File: config.mk
export PLATFORM = sky130hd
export DESIGN_NAME = pkt_framer_flat
export DESIGN_NICKNAME = d
export VERILOG_FILES = /design/src/rtl/framer_pkg.sv /design/src/rtl/pkt_framer_if.sv /design/src/rtl/seq_cnt_bank.sv /design/src/rtl/pkt_framer.sv /design/src/flat_wrapper.sv
export SDC_FILE = /design/constraint.sdc
export NUM_CORES = 2
export LEC_CHECK = 0
export ABC_CLOCK_PERIOD_IN_PS = 82800
export CORE_ASPECT_RATIO = 1.5
export CORE_UTILIZATION = 44
export CTS_BUF_LIST = sky130_fd_sc_hd__clkbuf_4
export CTS_CLUSTER_SIZE = 10
export DETAILED_ROUTE_END_ITERATION = 10
export DONT_BUFFER_PORTS = 1
export PLACE_DENSITY = 0.64
export SKIP_LAST_GASP = 1
export SYNTH_ARGS = -nofsm -noshare
export SYNTH_HDL_FRONTEND = slang
export SYNTH_SLANG_ARGS = --single-unit
File: constraint.sdc
create_clock -name clk -period 82.8 [get_ports clk]
set_clock_uncertainty 0.2 [all_clocks]
set_input_delay 12.42 -clock clk [delete_from_list [all_inputs] [get_ports clk]]
set_output_delay 12.42 -clock clk [all_outputs]
set_load 0.05 [all_outputs]
File: src/rtl/framer_pkg.sv
// Shared types, constants and header-beat builder for the packet framer.
package framer_pkg;

    typedef enum logic [2:0] {
        ST_IDLE,
        ST_CHECK,
        ST_HDR,
        ST_SEQ,
        ST_PAY,
        ST_DRAIN,
        ST_DONE
    } state_t;

    localparam logic [31:0] HEAD_DEFAULT = 32'hADF90C00;

    typedef struct packed {
        logic [31:0] sync;
        logic [31:0] ch;
    } hdr_t;

    function automatic hdr_t build_header(input logic [31:0] head, input logic [31:0] ch);
        hdr_t h;
        h.sync = head;
        h.ch   = ch;
        return h;
    endfunction

endpackage

File: src/rtl/pkt_framer_if.sv
// FIFO-side and uplink-side signal bundle of the packet framer.
interface pkt_framer_if #(
    parameter int unsigned DW   = 64,
    parameter int unsigned CH_W = 5,
    parameter int unsigned UW   = 12
);
    logic            start;
    logic [CH_W-1:0] ch_id;
    logic [UW-1:0]   rdusedw;
    logic [DW-1:0]   fifo_out;
    logic            rdreq;
    logic            out_ready;
    logic            data_valid;
    logic [DW-1:0]   up_data;
    logic            sop;
    logic            eop;
    logic            over;
    logic            skipped;
    logic            ch_err;

    modport master (
        input  start, ch_id, rdusedw, fifo_out, out_ready,
        output rdreq, data_valid, up_data, sop, eop, over, skipped, ch_err
    );

    modport slave (
        output start, ch_id, rdusedw, fifo_out, out_ready,
        input  rdreq, data_valid, up_data, sop, eop, over, skipped, ch_err
    );
endinterface

File: src/rtl/seq_cnt_bank.sv
// Per-channel packet sequence counters; exposes the incremented value of the indexed channel.
module seq_cnt_bank #(
    parameter int unsigned CH_NUM = 30,
    parameter int unsigned CH_W   = 5,
    parameter int unsigned SEQ_W  = 32
) (
    input  logic             clk,
    input  logic             rst,
    input  logic             inc,
    input  logic [CH_W-1:0]  idx,
    output logic [SEQ_W-1:0] nxt
);
    logic [SEQ_W-1:0] cnt [CH_NUM];
    logic             in_range;

    // Out-of-range indices read as zero and never write.
    assign in_range = 32'(idx) < CH_NUM;
    assign nxt      = in_range ? cnt[idx] + SEQ_W'(1) : '0;

    always_ff @(posedge clk or posedge rst) begin
        if (rst) begin
            for (int unsigned i = 0; i < CH_NUM; i++) begin
                cnt[i] <= '0;
            end
        end else if (inc && in_range) begin
            cnt[idx] <= nxt;
        end
    end
endmodule

File: src/rtl/pkt_framer.sv
// Checks the selected channel FIFO level and frames header, sequence and payload beats
// onto a valid/ready uplink stream with a single-stage output register.
module pkt_framer
    import framer_pkg::*;
#(
    parameter int unsigned DW      = 64,
    parameter int unsigned PKT_LEN = 128,
    parameter int unsigned CH_NUM  = 30,
    parameter int unsigned CH_W    = 5,
    parameter int unsigned UW      = 12,
    parameter logic [31:0] HEAD    = HEAD_DEFAULT,
    parameter int unsigned SEQ_W   = 32
) (
    input  logic         clk,
    input  logic         rst,
    pkt_framer_if.master bus
);
    localparam int unsigned BW = (PKT_LEN > 1) ? $clog2(PKT_LEN) : 1;

    state_t           state;
    logic [CH_W-1:0]  ch_q;
    logic [BW-1:0]    beat;
    logic [SEQ_W-1:0] seq_val;
    logic [SEQ_W-1:0] seq_nxt;
    logic             skip_f;
    logic             err_f;

    logic             valid_q;
    logic [DW-1:0]    data_q;
    logic             sop_q;
    logic             eop_q;
    logic             over_q;
    logic             skip_q;
    logic             err_q;

    logic             adv;
    logic             seq_inc;
    logic             last_beat;
    logic             ch_bad;
    logic             enough;

    // Output register may load whenever it is empty or being drained this cycle.
    assign adv       = ~valid_q | bus.out_ready;
    assign seq_inc   = (state == ST_HDR) && adv;
    assign last_beat = (beat == BW'(PKT_LEN - 1));
    assign ch_bad    = 32'(ch_q) >= CH_NUM;
    assign enough    = 32'(bus.rdusedw) >= PKT_LEN;

    assign bus.rdreq      = (state == ST_PAY) && adv;
    assign bus.data_valid = valid_q;
    assign bus.up_data    = data_q;
    assign bus.sop        = sop_q;
    assign bus.eop        = eop_q;
    assign bus.over       = over_q;
    assign bus.skipped    = skip_q;
    assign bus.ch_err     = err_q;

    seq_cnt_bank #(
        .CH_NUM (CH_NUM),
        .CH_W   (CH_W),
        .SEQ_W  (SEQ_W)
    ) u_seq (
        .clk (clk),
        .rst (rst),
        .inc (seq_inc),
        .idx (ch_q),
        .nxt (seq_nxt)
    );

    always_ff @(posedge clk or posedge rst) begin
        if (rst) begin
            state   <= ST_IDLE;
            ch_q    <= '0;
            beat    <= '0;
            seq_val <= '0;
            skip_f  <= 1'b0;
            err_f   <= 1'b0;
            valid_q <= 1'b0;
            data_q  <= '0;
            sop_q   <= 1'b0;
            eop_q   <= 1'b0;
            over_q  <= 1'b0;
            skip_q  <= 1'b0;
            err_q   <= 1'b0;
        end else begin
            over_q <= 1'b0;
            skip_q <= 1'b0;
            err_q  <= 1'b0;
            if (adv) begin
                valid_q <= 1'b0;
                sop_q   <= 1'b0;
                eop_q   <= 1'b0;
            end

            case (state)
                ST_IDLE: begin
                    if (bus.start) begin
                        ch_q  <= bus.ch_id;
                        state <= ST_CHECK;
                    end
                end
                ST_CHECK: begin
                    err_f  <= ch_bad;
                    skip_f <= ~ch_bad & ~enough;
                    state  <= (~ch_bad & enough) ? ST_HDR : ST_DONE;
                end
                ST_HDR: begin
                    if (adv) begin
                        valid_q <= 1'b1;
                        sop_q   <= 1'b1;
                        data_q  <= DW'(build_header(HEAD, 32'(ch_q)));
                        seq_val <= seq_nxt;
                        state   <= ST_SEQ;
                    end
                end
                ST_SEQ: begin
                    if (adv) begin
                        valid_q <= 1'b1;
                        data_q  <= DW'(seq_val);
                        beat    <= '0;
                        state   <= ST_PAY;
                    end
                end
                ST_PAY: begin
                    if (adv) begin
                        valid_q <= 1'b1;
                        data_q  <= bus.fifo_out;
                        beat    <= beat + BW'(1);
                        if (last_beat) begin
                            eop_q <= 1'b1;
                            state <= ST_DRAIN;
                        end
                    end
                end
                ST_DRAIN: begin
                    if (adv) begin
                        state <= ST_DONE;
                    end
                end
                ST_DONE: begin
                    over_q <= 1'b1;
                    skip_q <= skip_f;
                    err_q  <= err_f;
                    state  <= ST_IDLE;
                end
                default: begin
                    state <= ST_IDLE;
                end
            endcase
        end
    end
endmodule

File: src/flat_wrapper.sv
// flat-port wrapper written by rule: the top's interface ports become plain ports
module pkt_framer_flat import framer_pkg::*;
#(
    parameter int unsigned DW      = 64,
    parameter int unsigned PKT_LEN = 128,
    parameter int unsigned CH_NUM  = 30,
    parameter int unsigned CH_W    = 5,
    parameter int unsigned UW      = 12,
    parameter logic [31:0] HEAD    = HEAD_DEFAULT,
    parameter int unsigned SEQ_W   = 32
)
  (clk, rst, bus_start, bus_ch_id, bus_rdusedw, bus_fifo_out, bus_out_ready, bus_rdreq, bus_data_valid, bus_up_data, bus_sop, bus_eop, bus_over, bus_skipped, bus_ch_err);
  pkt_framer_if #(.DW(DW), .CH_W(CH_W), .UW(UW)) bus_i ();
  input  logic clk;
  input  logic rst;
  input wire logic [$bits(bus_i.start)-1:0] bus_start;
  input wire logic [$bits(bus_i.ch_id)-1:0] bus_ch_id;
  input wire logic [$bits(bus_i.rdusedw)-1:0] bus_rdusedw;
  input wire logic [$bits(bus_i.fifo_out)-1:0] bus_fifo_out;
  input wire logic [$bits(bus_i.out_ready)-1:0] bus_out_ready;
  output wire logic [$bits(bus_i.rdreq)-1:0] bus_rdreq;
  output wire logic [$bits(bus_i.data_valid)-1:0] bus_data_valid;
  output wire logic [$bits(bus_i.up_data)-1:0] bus_up_data;
  output wire logic [$bits(bus_i.sop)-1:0] bus_sop;
  output wire logic [$bits(bus_i.eop)-1:0] bus_eop;
  output wire logic [$bits(bus_i.over)-1:0] bus_over;
  output wire logic [$bits(bus_i.skipped)-1:0] bus_skipped;
  output wire logic [$bits(bus_i.ch_err)-1:0] bus_ch_err;
  assign bus_i.start = bus_start;
  assign bus_i.ch_id = bus_ch_id;
  assign bus_i.rdusedw = bus_rdusedw;
  assign bus_i.fifo_out = bus_fifo_out;
  assign bus_i.out_ready = bus_out_ready;
  assign bus_rdreq = bus_i.rdreq;
  assign bus_data_valid = bus_i.data_valid;
  assign bus_up_data = bus_i.up_data;
  assign bus_sop = bus_i.sop;
  assign bus_eop = bus_i.eop;
  assign bus_over = bus_i.over;
  assign bus_skipped = bus_i.skipped;
  assign bus_ch_err = bus_i.ch_err;
  pkt_framer #(.DW(DW), .PKT_LEN(PKT_LEN), .CH_NUM(CH_NUM), .CH_W(CH_W), .UW(UW), .HEAD(HEAD), .SEQ_W(SEQ_W)) u_core (.clk(clk), .rst(rst), .bus(bus_i));
endmodule
### Yosys cells after proc, flatten, opt, wreduce, memory -nomap -nowiden

Index checks and enable logic that the tools add are counted.
Widths: inputs -> output; s select.

| word-level totals | value |
|---|---|
| bits in registers | 1079 |
| input bits | 85 |
| output and inout bits | 71 |
| word-level logic and storage cells | 118 |

| cells by class | value |
|---|---|
| add/sub/neg operators | 2 |
| order comparisons | 5 |
| equal/unequal tests | 13 |
| multiplexer cells | 35 |
| bitwise operators | 7 |
| reductions and logical operators | 13 |

Operators with widths:

| operator | number |
|---|---|
| $bwmux 960 | 1 |
| $mux 64 | 3 |
| $pmux 64 s3 | 1 |
| $bmux 32 s5 | 1 |
| $demux 32 s5 | 1 |
| $mux 32 | 4 |
| $add 32x1->32 const B | 1 |
| $mux 3 | 7 |
| $pmux 3 s6 | 1 |
| $mux 7 | 2 |
| $pmux 7 s2 | 1 |
| $mux 1 | 13 |
| $ge 12x8->1 const B | 1 |
| $ne 2x1->1 const B | 5 |
| $eq 3x3->1 const B | 3 |
| $add 7x1->7 const B | 1 |
| $eq 7x7->1 const B | 1 |
| $eq 3x2->1 const B | 2 |
| $ge 6x6->1 const B | 1 |
| $lt 6x1->1 const B | 1 |
| $not 5->6 | 1 |
| $reduce_and 6->1 | 1 |
| $ge 5x5->1 const B | 1 |
| $lt 5x5->1 const B | 1 |
| other kinds (13) | 20 |

### Longest topological paths before layout

| logic depth | value |
|---|---|
| depth in word-level cells | 7 |
| gate-level depth with buffers | 19 |
| gate-level depth less buffers | 10 |

### Modules after synthesis

From an unflattened synthesis, not the netlist that was laid out.

| second synthesis, totals | value |
|---|---|
| cell total of the unflattened synthesis | 4475 |
| area, all modules | 47765.8 sq um |

By module, submodules not included:

| module | times used | cells each | area each (sq um) | seq. area each (sq um) |
|---|---|---|---|---|
| seq_cnt_bank | 1 | 3993 | 42650.9 | 24023.0 |
| pkt_framer | 1 | 482 | 5114.9 | 2977.9 |

### Worst setup path before layout

No wires, ideal clock.

| timing path | value |
|---|---|
| path type | input -> output |
| from | input port bus_out_ready |
| to | output port bus_rdreq |
| data arrival time | 13.534 ns |
| required time | 70.180 ns |
| path slack | 56.646 ns |
| stages on the path | 4 |
| cell sequence | nand2b_1 > nand2_1 > inv_2 > clkbuf_1 |

| between the ends | value |
|---|---|
| word-level cells in the longest chain between the ends | 2 |

Ends and longest elaborated chain:

| what | line | RTL |
|---|---|---|
| start, declared | flat_wrapper.sv:20 | `input wire logic [$bits(bus_i.out_ready)-1:0] bus_out_ready;` |
| $or 1x1->1 | pkt_framer.sv:43 | `assign adv = ~valid_q \| bus.out_ready;` |
| $logic_and 1x1->1 | pkt_framer.sv:49 | `assign bus.rdreq = (state == ST_PAY) && adv;` |
| end, declared | flat_wrapper.sv:21 | `output wire logic [$bits(bus_i.rdreq)-1:0] bus_rdreq;` |

No other way between the ends.

### Final worst setup path

Ends and elaborated chain as after synthesis.

==> results.sh <==
export IMPL_worstHoldStart="u_core.skip_f"
export IMPL_maxSlewHeadroom_pct=11.8
export IMPL_synth_area_mm2=0.0524
export IMPL_post_cts_setup_buffers=0
export IMPL_hold_class="flop to flop"
export IMPL_synthCells=5260
export IMPL_tightest_slew_ns=1.32
export IMPL_final_common_cell="dfrtp_1"
export IMPL_max_stage_delay_ns=0.54
export IMPL_min_period_ns=26.13
export IMPL_dr_wl_met3_um=13600
export IMPL_slowest_stage="inv_2"
export IMPL_grt_max_degree=189
export IMPL_yosys_warnings=0
export IMPL_async_flop_share_pct=100
export IMPL_numPortBuffers=0
export IMPL_most_common_layout_cells="dfrtp_1 (1077), nand2_1 (924), mux2i_1 (436)"
export IMPL_drtAntennaViolNets=0
export IMPL_cts_tree="done"
export IMPL_rows=154
export IMPL_cts_sinks=1079
export IMPL_finalMaxSlewViolations=0
export IMPL_ios=156
export IMPL_finalHoldViolCount=0
export IMPL_cp_end_kind="output pin"
export IMPL_synth_seq_cells=1079
export IMPL_grt_pass1_vias=41400
export IMPL_routabilityCongestion=0.866
export IMPL_nets=5184
export IMPL_p_per_area_mw_per_mm2=24.6
export IMPL_wirelength_um=174000
export IMPL_multi_input_area_mm2=0.0232
export IMPL_setup_viol=0
export IMPL_drive_gt1_share_pct=14.9
export IMPL_post_cts_resized=0
export IMPL_synth_distinct_cells=58
export IMPL_start_util_pct=44.5
export IMPL_cpLargestDelayFamily="simple AND/OR/NAND/NOR gates"
export IMPL_crit_start="bus_out_ready"
export IMPL_stdcell_area_mm2=0.0563
export IMPL_irDropWorstVdd_uv=24.3
export IMPL_clk_latency_ns=1.25
export IMPL_wl_met2_um=82500
export IMPL_worst_path_buf_inv=1
export IMPL_drc_errors=0
export IMPL_maxCapViolations=0
export IMPL_grt_pass1_wl_um=262000
export IMPL_synth_area_per_cell_um2=9.96
export IMPL_r2r_start="u_core.ch_q[1]"
export IMPL_path_cells="nand2b_1 -> nand2_1 -> inv_2"
export IMPL_critPathLaunchType="primary input"
export IMPL_dr_pass1_iters=6
export IMPL_regArea_mm2=0.0270
export IMPL_tns_ns=0
export IMPL_synth_nets=5347
export IMPL_min_period_over_period_pct=31.6
export IMPL_hpwlAfterDp_um=99700
export IMPL_cts_max_level=5
export IMPL_area_delta_synth_final_pct=7.48
export IMPL_fp_dieW_um=284
export IMPL_top_layer="met4"
export IMPL_clk_pin_slew_worst_paths_ns=0.06
export IMPL_cts_root_buf="clkbuf_4"
export IMPL_p_leak_uw=0.0250
export IMPL_nFillCells=11000
export IMPL_via_per_inst=6.22
export IMPL_yosysSeqAreaShare_pct=51.5
export IMPL_holdBufCountCts=0
export IMPL_grt_overflow_total=0
export IMPL_max_clock_freq_mhz=38.3
export IMPL_cts_buffers=280
export IMPL_crit_type="primary input to output pin"
export IMPL_rsz0062_at_grt="false"
export IMPL_track_usage_pct=28.7
export IMPL_required_ns=70.18
export IMPL_outcome="finished, final reports clean"
export IMPL_synthFlopType="dfrtp_1"
export IMPL_m1WireLength_um=66100
export IMPL_wl_per_cell_um=25.6
export IMPL_worstPathArrival_ns=13.51
export IMPL_die_h_um=425
export IMPL_place_area_mm2=0.0533
export IMPL_die_area_mm2=0.120
export IMPL_coreArea_mm2=0.118
export IMPL_antenna_found_initial=3
export IMPL_drtIter0Drc=4163
export IMPL_cp_max_fo=25
export IMPL_cts_path_max_buffers=4
export IMPL_synth_edff_count=0
export IMPL_via_count=42300
## sequential cells by signal, summed over array words and instances, names as in the netlist, named ones only
register            count
u_core.beat             7
u_core.bus.ch_err       1
u_core.bus.over         1
u_core.bus.skipped      1
u_core.bus.up_data     64
u_core.ch_q             5
u_core.err_f            1
u_core.seq_val         32
u_core.skip_f           1
u_core.state            3
u_core.u_seq.cnt      960
## worst reg2reg max path, delay by kind of cell, from the launching register on
family / cells / cell delay, ns
compound gates: 2 / 0.56
simple gates: 5 / 2.05
buf+inv: 5 / 3.18
mux: 1 / 0.74
flops: 1 / 1.04
## through the flow
stage | power, uW | util (%) | setup slack (ns) | instances | hold slack, ns
2_1_floorplan | 857 | - | 39.80 | 5260 | 0.242
3_3_place_gp | 957 | 45.2 | 56.69 | 6375 | 0.255
3_5_place_dp | 960 | 45.2 | 56.68 | 6375 | 0.261
4_1_cts | 1390 | 47.8 | 56.69 | 6793 | 0.276
5_1_grt | 1440 | 47.8 | 56.60 | 6796 | 0.285
6_report | 1390 | 47.8 | 56.67 | 6797 | 0.270
## routing by layer
| metal | GRT usage, % | vias up |
|---|---|---|
| met1 | 34.5 | 21000 |
| met3 | 6.44 | 573 |
| met2 | 46.5 | 1875 |
| li1 | - | 18900 |
| met4 | 18.7 | 0 |
| met5 | 0 | - |
## layout make-up
cell class                      count  area share, %
Antenna cell                        4         0.0178
Sequential cell                  1079           48.0
Timing Repair Buffer              141           1.97
Tap cell                         1560           3.47
Multi-Input combinational cell   3589           41.2
Clock buffer                      387           5.16
Clock inverter                     31          0.209
Inverter                            6         0.0533
## synth_stat cells (18+ instances only)
| cell type | n | area (um2) |
|---|---|---|
| a211oi_1 | 18 | 135 |
| a21oi_1 | 26 | 130 |
| a221oi_1 | 21 | 184 |
| a22o_1 | 27 | 236 |
| a22oi_1 | 40 | 300 |
| a311o_1 | 93 | 931 |
| a31o_1 | 30 | 263 |
| and2_1 | 44 | 275 |
| buf_1 | 21 | 78.8 |
| buf_2 | 107 | 536 |
| buf_4 | 30 | 225 |
| buf_6 | 19 | 214 |
| clkbuf_1 | 409 | 1540 |
| dfrtp_1 | 1079 | 27000 |
| mux2_2 | 134 | 1510 |
| mux2i_1 | 436 | 4360 |
| mux4_2 | 23 | 518 |
| nand2_1 | 946 | 3550 |
| nand3_1 | 172 | 861 |
| nand4_1 | 121 | 757 |
| nor2_1 | 233 | 875 |
| nor3_1 | 45 | 225 |
| nor4_1 | 54 | 338 |
| o21ai_0 | 379 | 1900 |
| o22ai_1 | 191 | 1190 |
| o31ai_1 | 372 | 2790 |
| or3_1 | 34 | 213 |
## power by group
group / internal (uW) / total (uW) / switching, uW / leakage (uW)
clock network: 212 / 429 / 217 / 0.00184
registers: 557 / 633 / 76.6 / 0.0150
logic: 96.7 / 324 / 228 / 0.00823
total: 865 / 1390 / 521 / 0.0250
## worst paths after layout
check | endpoint | slack, ns | cells past startpoint
worst min-delay path | u_core.skip_f | 0.27 | 2
min in group asynchronous | u_core.u_seq.cnt[116] | 10.97 | 1
worst max-delay path | bus_rdreq | 56.67 | 3
worst min register to register | u_core.skip_f | 0.27 | 2
worst max register to register | u_core.u_seq.cnt[156] | 74.93 | 13
max in group asynchronous | u_core.u_seq.cnt[199] | 65.74 | 7
## kinds of logic (layout without fill, tap and decap cells)
group                      after synthesis  in the layout  synth area share [%]
other                                    0              4                     0
and+or+nand+nor                       1720           1720                  14.6
xor gates and xnor gates                11             11                 0.184
buffers and inverters                  592            565                  4.98
adders and majority gates                2              2                0.0478
AOI/OAI and AO/OA                     1263           1263                  16.4
DFF                                   1079           1079                  51.5
muxes                                  593            593                  12.2
(Power assumes the default switching activity.)
